**config.mk**
```make
export PLATFORM = sky130hd
export DESIGN_NAME = synth_envelope_ctrl
export DESIGN_NICKNAME = d
export VERILOG_FILES = /design/src/rtl/synth_envelope_ctrl.sv
export SDC_FILE = /design/constraint.sdc
export NUM_CORES = 1
export LEC_CHECK = 0
export BUFFER_PORTS_ARGS = -buffer_cell sky130_fd_sc_hd__buf_2
export CORE_AREA = 2 2 91 159
export DETAILED_ROUTE_END_ITERATION = 7
export DIE_AREA = 0 0 93 161
export GPL_TIMING_DRIVEN = 0
export MAX_ROUTING_LAYER = met4
export PLACE_DENSITY = 0.89
export SLEW_MARGIN = 0
export SYNTH_ARGS = -nofsm -noshare
export SYNTH_HDL_FRONTEND = slang
export SYNTH_SLANG_ARGS = --single-unit
```
**constraint.sdc**
```tcl
create_clock -name clk -period 6.3 [get_ports clk]
set_clock_uncertainty 0.2 [all_clocks]
set_input_delay 1.26 -clock clk [delete_from_list [all_inputs] [get_ports clk]]
set_output_delay 1.26 -clock clk [all_outputs]
set_load 0.02 [all_outputs]
```
**src/rtl/synth_envelope_ctrl.sv**
```systemverilog
// synth_envelope_ctrl
// ADSR envelope sequencer for the synth voice VCA. Sits on the CPU memory
// bus, advances one step per audio sample (rising edge of the DAC LR clock)
// and drives a registered 16-bit unsigned level.
// Optional build macro: ENV_EXP_RELEASE_EN -- when defined, DECAY and RELEASE
// use an exponential decrement ((level >> reg[3:0]) + 1) instead of the
// linear rate register value.
module synth_envelope_ctrl #(
   parameter logic [15:0] ATTACK_RST  = 16'h0100,
   parameter logic [15:0] DECAY_RST   = 16'h0040,
   parameter logic [15:0] SUSTAIN_RST = 16'hC000,
   parameter logic [15:0] RELEASE_RST = 16'h0020
) (
   input  logic        clk,
   input  logic        reset,
   input  logic        sample_tick_in,
   input  logic [31:0] address_in,
   input  logic        sel_in,
   input  logic        read_in,
   output logic [31:0] read_value_out,
   input  logic [3:0]  write_mask_in,
   input  logic [31:0] write_value_in,
   output logic        ready_out,
   output logic [15:0] level_out,
   output logic [2:0]  state_out
);

   localparam logic [2:0] ST_IDLE    = 3'd0;
   localparam logic [2:0] ST_ATTACK  = 3'd1;
   localparam logic [2:0] ST_DECAY   = 3'd2;
   localparam logic [2:0] ST_SUSTAIN = 3'd3;
   localparam logic [2:0] ST_RELEASE = 3'd4;

   logic        r_tick_q;
   logic        r_gate;
   logic        r_pend_on;
   logic        r_pend_off;
   logic [15:0] r_attack;
   logic [15:0] r_decay;
   logic [15:0] r_sustain;
   logic [15:0] r_release;
   logic [15:0] r_level;
   logic [2:0]  r_state;

   logic        w_tick;
   logic        w_wr_en;
   logic [2:0]  w_reg_sel;
   logic        w_ctrl_wr;
   logic        w_set_on;
   logic        w_set_off;
   logic [16:0] w_att_sum;
   logic [16:0] w_dec_step;
   logic [16:0] w_rel_step;
   logic [17:0] w_dec_floor;
   logic [2:0]  w_eff_state;
   logic        w_clr_on;
   logic        w_clr_off;
   logic [2:0]  w_next_state;
   logic [15:0] w_next_level;
   logic [31:0] w_read_data;
   logic        w_unused;

   // Bus decode, tick edge detect and gate-event capture.
   assign w_tick    = sample_tick_in & ~r_tick_q;
   assign w_wr_en   = sel_in && (write_mask_in[1:0] == 2'b11);
   assign w_reg_sel = address_in[4:2];
   assign w_ctrl_wr = w_wr_en && (w_reg_sel == 3'd0);
   assign w_set_on  = w_ctrl_wr && ((write_value_in[0] && !r_gate) || write_value_in[1]);
   assign w_set_off = w_ctrl_wr && (!write_value_in[0] && r_gate);
   assign ready_out = sel_in;
   assign level_out = r_level;
   assign state_out = r_state;
   assign w_unused  = &{1'b0, address_in[31:5], address_in[1:0],
                        write_mask_in[3:2], write_value_in[31:16]};

   // Step sizes; all sums are kept one or two bits wider so nothing wraps.
   assign w_att_sum = {1'b0, r_level} + {1'b0, r_attack};
`ifdef ENV_EXP_RELEASE_EN
   assign w_dec_step = {1'b0, r_level >> r_decay[3:0]} + 17'd1;
   assign w_rel_step = {1'b0, r_level >> r_release[3:0]} + 17'd1;
`else
   assign w_dec_step = {1'b0, r_decay};
   assign w_rel_step = {1'b0, r_release};
`endif
   assign w_dec_floor = {2'b00, r_sustain} + {1'b0, w_dec_step};

   // Per-tick envelope step: pick the effective state, then apply its rule.
   always_comb begin
      // NOTE: every output of this block gets a default first so no latch is inferred.
      w_eff_state  = r_state;
      w_clr_on     = 1'b0;
      w_clr_off    = 1'b0;
      if (r_pend_on) begin
         w_eff_state = ST_ATTACK;
         w_clr_on    = 1'b1;
      end else if (r_pend_off || (!r_gate && (r_state inside {ST_ATTACK, ST_DECAY, ST_SUSTAIN}))) begin
         w_eff_state = ST_RELEASE;
         w_clr_off   = 1'b1;
      end

      w_next_state = w_eff_state;
      w_next_level = r_level;
      case (w_eff_state)
         ST_ATTACK: begin
            if ((r_attack == 16'd0) || (w_att_sum >= 17'h0FFFF)) begin
               w_next_level = 16'hFFFF;
               w_next_state = ST_DECAY;
            end else begin
               w_next_level = w_att_sum[15:0];
            end
         end
         ST_DECAY: begin
            if ((r_decay == 16'd0) || ({2'b00, r_level} <= w_dec_floor)) begin
               w_next_level = r_sustain;
               w_next_state = ST_SUSTAIN;
            end else begin
               w_next_level = r_level - w_dec_step[15:0];
            end
         end
         ST_SUSTAIN: begin
            w_next_level = r_sustain;
         end
         ST_RELEASE: begin
            if ((r_release == 16'd0) || ({1'b0, r_level} <= w_rel_step)) begin
               w_next_level = 16'd0;
               w_next_state = ST_IDLE;
            end else begin
               w_next_level = r_level - w_rel_step[15:0];
            end
         end
         default: begin
            w_next_level = 16'd0;
            w_next_state = ST_IDLE;
         end
      endcase
   end

   // Register read mux; only driven onto the bus during a selected read.
   always_comb begin
      w_read_data = 32'd0;
      case (w_reg_sel)
         3'd0:    w_read_data = {31'd0, r_gate};
         3'd1:    w_read_data = {16'd0, r_attack};
         3'd2:    w_read_data = {16'd0, r_decay};
         3'd3:    w_read_data = {16'd0, r_sustain};
         3'd4:    w_read_data = {16'd0, r_release};
         3'd5:    w_read_data = {13'd0, r_state, r_level};
         default: w_read_data = 32'd0;
      endcase
      read_value_out = (sel_in && read_in) ? w_read_data : 32'd0;
   end

   // State, level, pending flags and bus registers. A tick consumes flags and
   // uses register values from before any write landing in the same cycle.
   always_ff @(posedge clk) begin
      // NOTE: non-blocking assignments so every register samples pre-edge values.
      if (reset) begin
         r_tick_q   <= 1'b0;
         r_gate     <= 1'b0;
         r_pend_on  <= 1'b0;
         r_pend_off <= 1'b0;
         r_attack   <= ATTACK_RST;
         r_decay    <= DECAY_RST;
         r_sustain  <= SUSTAIN_RST;
         r_release  <= RELEASE_RST;
         r_level    <= 16'd0;
         r_state    <= ST_IDLE;
      end else begin
         r_tick_q <= sample_tick_in;
         if (w_tick) begin
            r_state <= w_next_state;
            r_level <= w_next_level;
         end
         r_pend_on  <= (r_pend_on  & ~(w_tick & w_clr_on))  | w_set_on;
         r_pend_off <= (r_pend_off & ~(w_tick & w_clr_off)) | w_set_off;
         if (w_wr_en) begin
            case (w_reg_sel)
               3'd0:    r_gate    <= write_value_in[0];
               3'd1:    r_attack  <= write_value_in[15:0];
               3'd2:    r_decay   <= write_value_in[15:0];
               3'd3:    r_sustain <= write_value_in[15:0];
               3'd4:    r_release <= write_value_in[15:0];
               default: ;
            endcase
         end
      end
   end

endmodule
```
-- Yosys cells after proc, flatten, opt, wreduce, memory -nomap -nowiden
Cells that the tools add are included.
- flip-flop bits (word level): 87
- output and inout bits: 52
- add/subtract/negate cells: 4
- $lt $le $gt $ge: 3
- eq/ne operators: 13
- muxes and demuxes: 15
- bitwise gates (word level): 10
- reduce and logical (&&, ||, !) cells: 25
- operator list (operator ; number):
    case mux 19 bit (6 select lines) ; 1
    case mux 16 bit (4 select lines) ; 1
    logical NOT 16 bit ; 3
    2-to-1 mux 16 bit ; 3
    adder 16 x 16 -> 17 bit ; 2
    2-to-1 mux 32 bit ; 1
    subtractor 16 bit ; 2
    equality test 3 x 2 -> 1 bit (second input constant) ; 6
    >= comparator 17 x 16 -> 1 bit (second input constant) ; 1
    <= comparator 16 x 17 -> 1 bit ; 1
    <= comparator 16 bit ; 1
    2-to-1 mux 3 bit ; 5
    case mux 3 bit (4 select lines) ; 1
    AND reduction 2 bit ; 5
    equality test 3 x 1 -> 1 bit (second input constant) ; 3
    equality test 3 bit (second input constant) ; 3
    logical AND 1 bit ; 8
    AND 1 bit ; 5
    logical OR 1 bit ; 5
    logical NOT 3 bit ; 1
    2-to-1 mux 1 bit ; 3
    NOT 1 bit ; 3
    nonzero test 3 bit ; 1
    equality test 2 bit (second input constant) ; 1
    other kinds (2) ; 4

-- Depth between registers and ports, before layout
Gate-level depths: netlist of run 1.
- depth after elaboration: 10
- mapped depth: 21
- mapped depth without buffers: 20

-- Least setup slack after synthesis of run 1
Ideal clock, no wire load.
- kind: register to register
- start point: register r_decay[1]
- end point: register r_level[4], in the netlist level_out[4]
- arrival: 4455 ps
- path slack: 1511 ps
- stages on the path, launching flop included: 21
- buffers on the path: 1
- path through: dfxtp_1 > ha_1 > a21o_1 > a21oi_1 > o21bai_1 > a21oi_1 > o211ai_1 > a221o_1 > a31o_2 > a21oi_1 > xor2_1 > ha_1 > o21ai_0 > nand2b_1 > o2111ai_1 > a211o_1 > a211oi_1 > buf_2 > mux2_2 > a222oi_1 > a211oi_1
- word-level cells in the longest chain between the ends: 5
- RTL lines (item ; line ; RTL):
    start: declaration ; 39 ; logic [15:0] r_decay;
    start signal: assignment ; 180 ; 3'd2: r_decay <= write_value_in[15:0];
    adder 16 x 16 -> 17 bit ; 85 ; assign w_dec_floor = {2'b00, r_sustain} + {1'b0, w_dec_step};
    <= comparator 16 x 17 -> 1 bit ; 113 ; if ((r_decay == 16'd0) || ({2'b00, r_level} <= w_dec_floor)) begin
    logical OR 1 bit ; 113 ;
    2-to-1 mux 16 bit * ; 113 ;
    case mux 16 bit (4 select lines) * ; 103 ; case (w_eff_state)
    end signal: assignment ; 172 ; r_level <= w_next_level;
    end: declaration ; 42 ; logic [15:0] r_level;
Every way passes the cells marked *; elsewhere a longest branch is shown, timed or not.
A chain may end at the register's enable or synchronous reset.

-- Worst setup path after layout of run 1
Ends and elaborated chain as after synthesis.

==> results.toml, run 1 <==
[clock_network]
cts_tree = "built"
worstSkewPairLatency_ps = 350
clkSlewWorstSetupHoldPaths_ps = 70
cts_buffer_depth = 2
hold_buffers = 0
ctsHtreeMaxLevel = 3
post_cts_buffers = 0
numClockSinks = 87
cts_resized = 0
cts-root-buf = "clkbuf_16"
cts_buffers = 9

[setup_path]
arrival_ps = 5950
critPathRequiredTime_ps = 6310
r2r_start = "r_decay[1]"
cp_max_fo = 10
path_class = "reg2reg"
startpoint_type = "flip-flop"
startpoint = "r_decay[1]"
critPathCaptureType = "flip-flop"
rrSetupSlack_ps = 360

[finish]
area_growth_pct = 11.4
final_cells = 1317
fillerInstances = 1295
layout.nets = 1291
diodes = 0
fin_util = 0.632
drive_gt1_frac = 0.0947

[timing]
slew_violations = 0
post-route-period-util = 0.943
worst_pin_slew_ps = 1220
fin_setup_tns_ps = 0
slew_headroom = 0.181
setup-violations-final = 0
rsz0062_at_grt = "no"
report.final.hold_viol_count = 0
fin_crit_ps = 5940
fmax_mhz = 168

[yosys]
synthFlopType = "dfxtp_1"
synth_cells = 1050
ys_top_cells_by_area = "dfxtp_1, ha_1, a21oi_1, nand2_1, xnor2_1"
synth_area_leader_cell = "dfxtp_1"
syn_avg_cell_area_um2 = 7.40
synth_seq_cells = 87
ys_async_sr_fraction = 0
synth_cell_types = 64
synth_warnings = 0
yosysTopAreaCellShare = 0.224
yosysSeqAreaShare = 0.224
synth_edf_count = 0
netlist_area_um2 = 7770

[route]
antenna_left = 0
first_pass_iters = 5
wl_mm = 27.5
route.detailed.drc = 0
drtIter0Drc = 754
vias = 8568
wl_per_cell_um = 20.9
via_per_inst = 6.51

[placement]
hpwl_mm = 21.8
portBuffers = 62
gp_congestion = 1.03
placed_cells = 1301

[global_routing]
grt_pass1_wl_mm = 41.4
grt_max_degree = 18
antenna_found_initial = 0
first_global_vias = 7862
grt_use_total = 0.370
gr-total-overflow = 0

[die]
core_area_um2 = 13700
die_w_um = 93
die_area_um2 = 15000
io_pins = 125
initial_core_util = 0.567
fp.dieH_um = 161
fp-row-count = 57

[power]
p_per_area_nw_per_um2 = 144
p_leak_uw = 0.00351
total_power_uw = 1250
peakVddDrop_mv = 0.164

[hold_path]
hp-start = "r_release[2]"
worstHoldPathType = "reg2reg"

[status]
status = "completed"

[flow_run]
maxCapViolCount = 0
==> metrics by stage <==
stage	area [um2]	hold WS [ps]	setup slack, ps
floorplan	7820	261	1510
global route	8660	344	126
global placement	8350	321	532
detailed placement	8350	322	475
CTS	8660	331	470
finish	8660	336	361
==> synthesized netlist by cell type, types with 7 or more instances <==
library cell and count:
nand2_1 166, a21oi_1 146, dfxtp_1 87, ha_1 79
inv_1 60, nor2_1 59, o21ai_0 42, clkbuf_1 38
xnor2_1 27, nor3_1 23, mux2i_1 21, nand3_1 20
a21o_1 18, a22oi_1 17, nor4_1 17, xor2_1 17
a211oi_1 14, buf_4 14, nand4_1 12, nor2b_1 12
a222oi_1 11, and2_1 10, or3_1 10, a31oi_1 9
o211ai_1 9, and3_1 8, o21a_1 8, o21bai_1 8
a221oi_1 7, nand2b_1 7
==> logic make-up after synthesis <==
logic type | count (synthesis) | share of synthesized area
and+or+nand+nor | 357 | 0.210
AOI/OAI and AO/OA | 338 | 0.282
buffers and inverters | 114 | 0.0620
DFF | 87 | 0.224
adders and majority gates | 83 | 0.138
xor gates and xnor gates | 44 | 0.0496
muxes | 26 | 0.0343
other | 1 | 0.000483
==> area by class of cell <==
| type | instances | area [um2] | area share |
|---|---|---|---|
| plain buffers | 54 | 256 | 0.0296 |
| repair buffers | 62 | 310 | 0.0358 |
| clock buffers | 9 | 225 | 0.0260 |
| multi-input cells | 861 | 5590 | 0.646 |
| flip-flops and latches | 87 | 1740 | 0.201 |
| clock inverters | 7 | 86.3 | 0.00997 |
| inverters | 60 | 225 | 0.0260 |
| well taps | 177 | 221 | 0.0256 |
==> power breakdown <==
group          internal [uW]  switching [uW]  total [uW]
clock network            318             256         573
logic                   36.2            76.2         112
registers                553            7.37         560
total                    907             339        1250
==> sequential cells by signal (all words and copies together), names as in the netlist <==
| name | flops |
|---|---|
| level_out | 16 |
| r_attack | 16 |
| r_decay | 16 |
| r_gate | 1 |
| r_pend_off | 1 |
| r_pend_on | 1 |
| r_release | 16 |
| r_sustain | 16 |
| r_tick_q | 1 |
| state_out | 3 |
==> placed cells by master, fill, tap and decap left out, drive strengths merged, types with 6 or more instances in the layout <==
| master | synthesis | layout |
|---|---|---|
| and2 | 10 | 10 |
| dfxtp | 87 | 87 |
| clkbuf | 38 | 47 |
| nor2b | 12 | 12 |
| conb | 1 | 13 |
| a21oi | 146 | 146 |
| o31ai | 6 | 6 |
| inv | 60 | 65 |
| a22oi | 17 | 17 |
| nand4 | 12 | 12 |
| o21bai | 8 | 8 |
| buf | 16 | 78 |
| o2111ai | 6 | 6 |
| or3 | 10 | 10 |
| nor2 | 59 | 59 |
| ha | 79 | 79 |
| nor4 | 17 | 17 |
| o21ai | 46 | 46 |
| and3 | 8 | 8 |
| xor2 | 17 | 17 |
| a211oi | 14 | 14 |
| o211ai | 9 | 9 |
| a222oi | 11 | 11 |
| nand2b | 7 | 7 |
| o21a | 8 | 8 |
| a31oi | 9 | 9 |
| nand3 | 20 | 20 |
| nor3 | 23 | 23 |
| a221oi | 7 | 7 |
| xnor2 | 27 | 27 |
| mux2i | 21 | 21 |
| nand2 | 166 | 166 |
| a21o | 18 | 18 |
==> metal layers <==
layer	wire length (um)	up-vias	GRT usage
li1	-	3991	-
met1	9620	3972	0.392
met2	12900	437	0.598
met3	1800	168	0.0359
met4	3120	0	0.332
met5	0	-	-
==> worst paths after layout <==
check | to | depth (start not counted)
max | level_out[4] | 20
min | r_release[2] | 2
max reg2reg | level_out[4] | 20
min reg2reg | r_release[2] | 2
==> worst max-delay path, stage by stage (launching register included) <==
cell and delay, ps:
dfxtp_1 580, ha_1 320, a21o_1 160, a21oi_1 220
o21bai_1 100, a21oi_1 290, o211ai_1 210, a221o_1 380
a31o_2 250, a21oi_1 170, xor2_1 90, ha_1 300
o21ai_0 90, nand2b_1 100, o2111ai_1 90, a211o_1 230
a211oi_1 750, buf_2 420, mux2_2 390, a222oi_1 340
a211oi_1 120
Power figures use the tool's default switching activity.
==> run 2: changes to the inputs <==
--- a/config.mk
+++ b/config.mk
@@ -6,12 +6,12 @@
 export NUM_CORES = 1
 export LEC_CHECK = 0
 export BUFFER_PORTS_ARGS = -buffer_cell sky130_fd_sc_hd__buf_2
-export CORE_AREA = 2 2 91 159
+export CORE_AREA = 2 2 88 154
 export DETAILED_ROUTE_END_ITERATION = 7
-export DIE_AREA = 0 0 93 161
+export DIE_AREA = 0 0 90 156
 export GPL_TIMING_DRIVEN = 0
 export MAX_ROUTING_LAYER = met4
-export PLACE_DENSITY = 0.89
+export PLACE_DENSITY = 0.94
 export SLEW_MARGIN = 0
 export SYNTH_ARGS = -nofsm -noshare
 export SYNTH_HDL_FRONTEND = slang
==> constraint.sdc (replaced) <==
create_clock -name clk -period 7.3 [get_ports clk]
set_clock_uncertainty 0.2 [all_clocks]
set_input_delay 1.46 -clock clk [delete_from_list [all_inputs] [get_ports clk]]
set_output_delay 1.46 -clock clk [all_outputs]
set_load 0.02 [all_outputs]
==> results.toml, run 2 (synthesized netlist as in run 1, its figures left out) <==
[route]
antenna_left = 0
vias = 8748
via_per_inst = 6.67
drtIter0Drc = 837
route.detailed.drc = 0
first_pass_iters = 8
wl_mm = 28.3
wl_per_cell_um = 21.6

[clock_network]
numClockSinks = 87
cts_tree = "built"
worstSkewPairLatency_ps = 360
hold_buffers = 0
post_cts_buffers = 0
cts-root-buf = "clkbuf_16"
cts_resized = 0
clkSlewWorstSetupHoldPaths_ps = 70
cts_buffers = 9
ctsHtreeMaxLevel = 3
cts_buffer_depth = 2

[die]
initial_core_util = 0.607
die_area_um2 = 14000
io_pins = 125
core_area_um2 = 12800
die_w_um = 90
fp.dieH_um = 156
fp-row-count = 55

[global_routing]
grt_use_total = 0.408
first_global_vias = 8220
met2_usage = 0.668
grtUsageMet3 = 0.0512
grt.busiest_layer = "met2"
gr-total-overflow = 0
grt_util_met1 = 0.422
antenna_found_initial = 0
grt_max_degree = 17
grt_pass1_wl_mm = 43.5

[setup_path]
ff2ff_path_depth = 21
worst_r2r_endpoint = "level_out[15]"
r2r_start = "r_decay[1]"
path_class = "reg2reg"
arrival_ps = 5930
rrSetupSlack_ps = 1420
startpoint_type = "flip-flop"
critPathRequiredTime_ps = 7350
cp_max_fo = 9
critPathCaptureType = "flip-flop"

[finish]
multi_input_area_um2 = 5590
final_cells = 1311
drive_gt1_frac = 0.0947
area_growth_pct = 11.4
layout.nets = 1291
fin_area_um2 = 8660
final_cell_mix = "nand2_1, a21oi_1, dfxtp_1, ha_1, buf_2"
mostFrequentLayoutCell = "nand2_1"
fillerInstances = 1147
diodes = 0
seqCellArea_um2 = 1740

[flow_run]
maxCapViolCount = 0

[power]
p_per_area_nw_per_um2 = 126
peakVddDrop_mv = 0.157
p_leak_uw = 0.00351

[hold_path]
hold_depth = 2
worstHoldPathType = "reg2reg"
holdPathEnd = "r_release[1]"
hp-start = "r_release[1]"

[placement]
placed_cells = 1295
placed_cell_area_um2 = 8340
post-place-ws_ps = 1580
portBuffers = 62
gp_congestion = 1.06
hpwl_mm = 22.3

[timing]
rsz0062_at_grt = "no"
fin_crit_ps = 5880
setup-violations-final = 0
setup_slack_ps = 1420
fin_setup_tns_ps = 0
worst_pin_slew_ps = 1250
report.final.hold_viol_count = 0
fmax_mhz = 170
post-route-period-util = 0.805
slew_violations = 0
slew_headroom = 0.157
timing.hold.ws_ps = 293

[status]
status = "completed"
[run 2: cell types whose count changed in the layout (fill, tap and decap cells not counted)]
cell / delta
clkbuf_8: +1
clkinv_2: +1
clkinv_4: +1
clkinv_8: +1
clkinvlp_4: -1
inv_6: -1
inv_8: -2
[run 2: report_power, final]
part | switching [uW] | internal [uW] | total (uW)
Clock | 228 | 281 | 509
Combinational | 66.3 | 31.2 | 97.5
Sequential | 6.39 | 477 | 484
[run 2: per-stage QoR]
step	utilization	power (uW)
after CTS	0.676	1080
after global routing	0.676	1110
after detailed placement	0.652	588
final	0.676	1090
after global placement	0.652	586
after floorplan	-	553
[run 2: area by class of cell]
| cell class | instances | share of cell area |
|---|---|---|
| Multi-Input combinational cell | 861 | 0.646 |
| Tap cell | 171 | 0.0247 |
| Clock buffer | 10 | 0.0276 |
| Timing Repair Buffer | 62 | 0.0358 |
| Sequential cell | 87 | 0.201 |
| Buffer | 54 | 0.0296 |
| Clock inverter | 6 | 0.00896 |
| Inverter | 60 | 0.0260 |
[run 2: worst max path at each step]
stage                     slack (ps)     startpoint                  to
final                           1420     r_decay[1]       level_out[15]
after global routing            1060     r_decay[1]       level_out[15]
after CTS                       1520     r_decay[1]       level_out[15]
after detailed placement        1580     r_decay[1]        level_out[4]
after global placement          1580     r_decay[1]        level_out[4]
after floorplan                 2510  address_in[2]  read_value_out[10]
[run 2: critical path: stages, from the launching register on]
cell and delay [ps]:
dfxtp_1 580, ha_1 310, a21o_1 160, a21oi_1 210
o21bai_1 90, a21oi_1 290, o211ai_1 220, a221o_1 390
a31o_2 250, a21oi_1 170, xor2_1 90, ha_1 300
o21ai_0 80, nand2b_1 80, o2111ai_1 90, a211o_1 240
a211oi_1 730, and2_1 220, clkbuf_1 380, nand3_1 130
o31a_1 270, a221oi_1 290
[run 2: metal layers]
layer / routed length [um] / share of wire
met5: 0 / 0
met4: 3380 / 0.12
met3: 1900 / 0.067
met2: 13200 / 0.47
met1: 9880 / 0.35
==> run 3: changes to the inputs <==
--- a/config.mk
+++ b/config.mk
@@ -6,12 +6,12 @@
 export NUM_CORES = 1
 export LEC_CHECK = 0
 export BUFFER_PORTS_ARGS = -buffer_cell sky130_fd_sc_hd__buf_2
-export CORE_AREA = 2 2 88 154
+export CORE_AREA = 2 2 95 166
 export DETAILED_ROUTE_END_ITERATION = 7
-export DIE_AREA = 0 0 90 156
+export DIE_AREA = 0 0 97 168
 export GPL_TIMING_DRIVEN = 0
 export MAX_ROUTING_LAYER = met4
-export PLACE_DENSITY = 0.94
+export PLACE_DENSITY = 0.86
 export SLEW_MARGIN = 0
 export SYNTH_ARGS = -nofsm -noshare
 export SYNTH_HDL_FRONTEND = slang
==> constraint.sdc (replaced) <==
create_clock -name clk -period 4.7 [get_ports clk]
set_clock_uncertainty 0.2 [all_clocks]
set_input_delay 0.94 -clock clk [delete_from_list [all_inputs] [get_ports clk]]
set_output_delay 0.94 -clock clk [all_outputs]
set_load 0.02 [all_outputs]
==> results.toml, run 3 (synthesized netlist as in run 1, its figures left out) <==
[die]
io_pins = 125
fp.dieH_um = 168
fp-row-count = 60
initial_core_util = 0.515
die_area_um2 = 16300
die_w_um = 97
core_area_um2 = 15100

[placement]
portBuffers = 62
post-place-ws_ps = -992
placed_cell_area_um2 = 8360
gp_congestion = 1.06
hpwl_mm = 22.9

[clock_network]
cts_buffer_depth = 2
numClockSinks = 87
worstSkewPairLatency_ps = 350
clkSlewWorstSetupHoldPaths_ps = 70
cts-root-buf = "clkbuf_16"
cts_buffers = 9
cts_tree = "built"
ctsHtreeMaxLevel = 3

[finish]
layout.nets = 1305
fillerInstances = 1406
final_cell_mix = "nand2_1, a21oi_1, dfxtp_1, ha_1, buf_2"
diodes = 0
mostFrequentLayoutCell = "nand2_1"
drive_gt1_frac = 0.127
area_growth_pct = 15.6
fin_area_um2 = 8980

[setup_path]
ff2ff_path_depth = 22
critPathRequiredTime_ps = 4710
cp_max_fo = 4
path_cells = "ha_4 -> a21o_1 -> a21oi_2 -> o21bai_1 -> a21oi_2 -> o211ai_1 -> a221o_1 -> a31o_2 -> a21oi_2 -> xor2_1 -> ha_1 -> o21ai_1 -> nand2b_1 -> o2111ai_1 -> a211o_1 -> a211oi_4 -> buf_6 -> buf_12 -> mux2i_1 -> o21ai_0 -> a21oi_1 -> a221oi_1"
crit_family = "compound AO/OA/AOI/OAI gates"
worst_r2r_endpoint = "level_out[9]"
critPathMaxStageDelay_ps = 420
critPathSlowestCell = "a221o_1"
critPathCaptureType = "flip-flop"
r2r_start = "r_decay[1]"
crit_top_cell = "a21oi_2"
cp.buffers_inverters = 2
startpoint_type = "flip-flop"
arrival_ps = 4790
path_class = "reg2reg"
startpoint = "r_decay[1]"
rrSetupSlack_ps = -90

[route]
first_pass_iters = 7
via_per_inst = 6.50
route.detailed.drc = 0
wl_per_cell_um = 21.9
wl_mm = 29.4
drtIter0Drc = 844
vias = 8716
antenna_left = 0

[timing]
rsz0062_at_grt = "yes"
post-route-period-util = 1.02
slew_violations = 0
worst_pin_slew_ps = 1170
setup_slack_ps = -86.9
fmax_mhz = 209
report.final.hold_viol_count = 0
fin_crit_ps = 4790
slew_headroom = 0.214
setup-violations-final = 6

[global_routing]
antenna_found_initial = 0
first_global_vias = 8322
grt_max_degree = 17
grt_use_total = 0.359
grt_pass1_wl_mm = 44.5
gr-total-overflow = 0

[power]
power_frac_seq = 0.433
p_per_area_nw_per_um2 = 193
peakVddDrop_mv = 0.175
clockPowerShare = 0.478
p_switching_uw = 454
p_sw_frac = 0.262
p_leak_uw = 0.00360
p_int_uw = 1280
p_comb_frac = 0.089

[hold_path]
worstHoldPathType = "reg2reg"
hold_depth = 2
hp-start = "r_release[13]"
holdPathEnd = "r_release[13]"

[flow_run]
maxCapViolCount = 0

[status]
violations = "setup timing"
status = "finished with violations"
run 3: layout make-up:
class	instances	area, um2	area share
timing repair buffer	77	450	0.0501
sequential	87	1760	0.196
inverter	60	225	0.0251
clock inverter	6	103	0.0114
tap	186	233	0.0259
buffer	53	259	0.0288
multi-input combinational	861	5720	0.636
clock buffer	10	239	0.0266
run 3: power groups by stage:
stage	combinational (uW)	clock, uW	sequential (uW)
3_5_place_dp	147	0	768
4_1_cts	149	828	749
6_report	155	828	749
3_3_place_gp	145	0	768
5_1_grt	165	860	749
2_1_floorplan	96.9	0	762
run 3: worst max-delay path by stage:
| stage | to | slack [ps] | cells after the start |
|---|---|---|---|
| after floorplan | level_out[4] | 50 | 20 |
| after global placement | level_out[7] | -940 | 20 |
| after detailed placement | level_out[7] | -990 | 20 |
| after CTS | level_out[15] | 0.7 | 22 |
| after global routing | level_out[15] | -150 | 22 |
| final | level_out[9] | -90 | 22 |
run 3: metal layers:
| layer | global-route usage | vias to the layer above | wire length (um) |
|---|---|---|---|
| li1 | - | 4001 | - |
| met1 | 0.368 | 4042 | 10200 |
| met2 | 0.583 | 478 | 13700 |
| met3 | 0.0515 | 195 | 1950 |
| met4 | 0.339 | 0 | 3520 |
| met5 | - | - | 0 |
run 3: repair_timing:
action                     CTS  global route
hold buffers                 0             0
setup buffers               13             2
gates resized for setup     30            14
pin swaps                   26            22
setup endpoints to repair   17            17
run 3: worst register-to-register path, cell delays in order (launching register included):
cell and delay [ps]:
dfxtp_4 370, ha_4 230, a21o_1 190, a21oi_2 170
o21bai_1 110, a21oi_2 190, o211ai_1 200, a221o_1 420
a31o_2 270, a21oi_2 130, xor2_1 80, ha_1 300
o21ai_1 70, nand2b_1 70, o2111ai_1 90, a211o_1 290
a211oi_4 290, buf_6 180, buf_12 110, mux2i_1 340
o21ai_0 130, a21oi_1 140, a221oi_1 90
run 3: metrics by stage:
stage	utilization	std cells	power [uW]	hold slack [ps]	TNS, ps
after floorplan	-	1062	859	261	0
after global placement	0.554	1310	913	315	-10660
after detailed placement	0.554	1310	915	321	-11790
after CTS	0.590	1338	1730	326	0
after global routing	0.595	1340	1770	341	-1020
final	0.595	1340	1730	337	-318
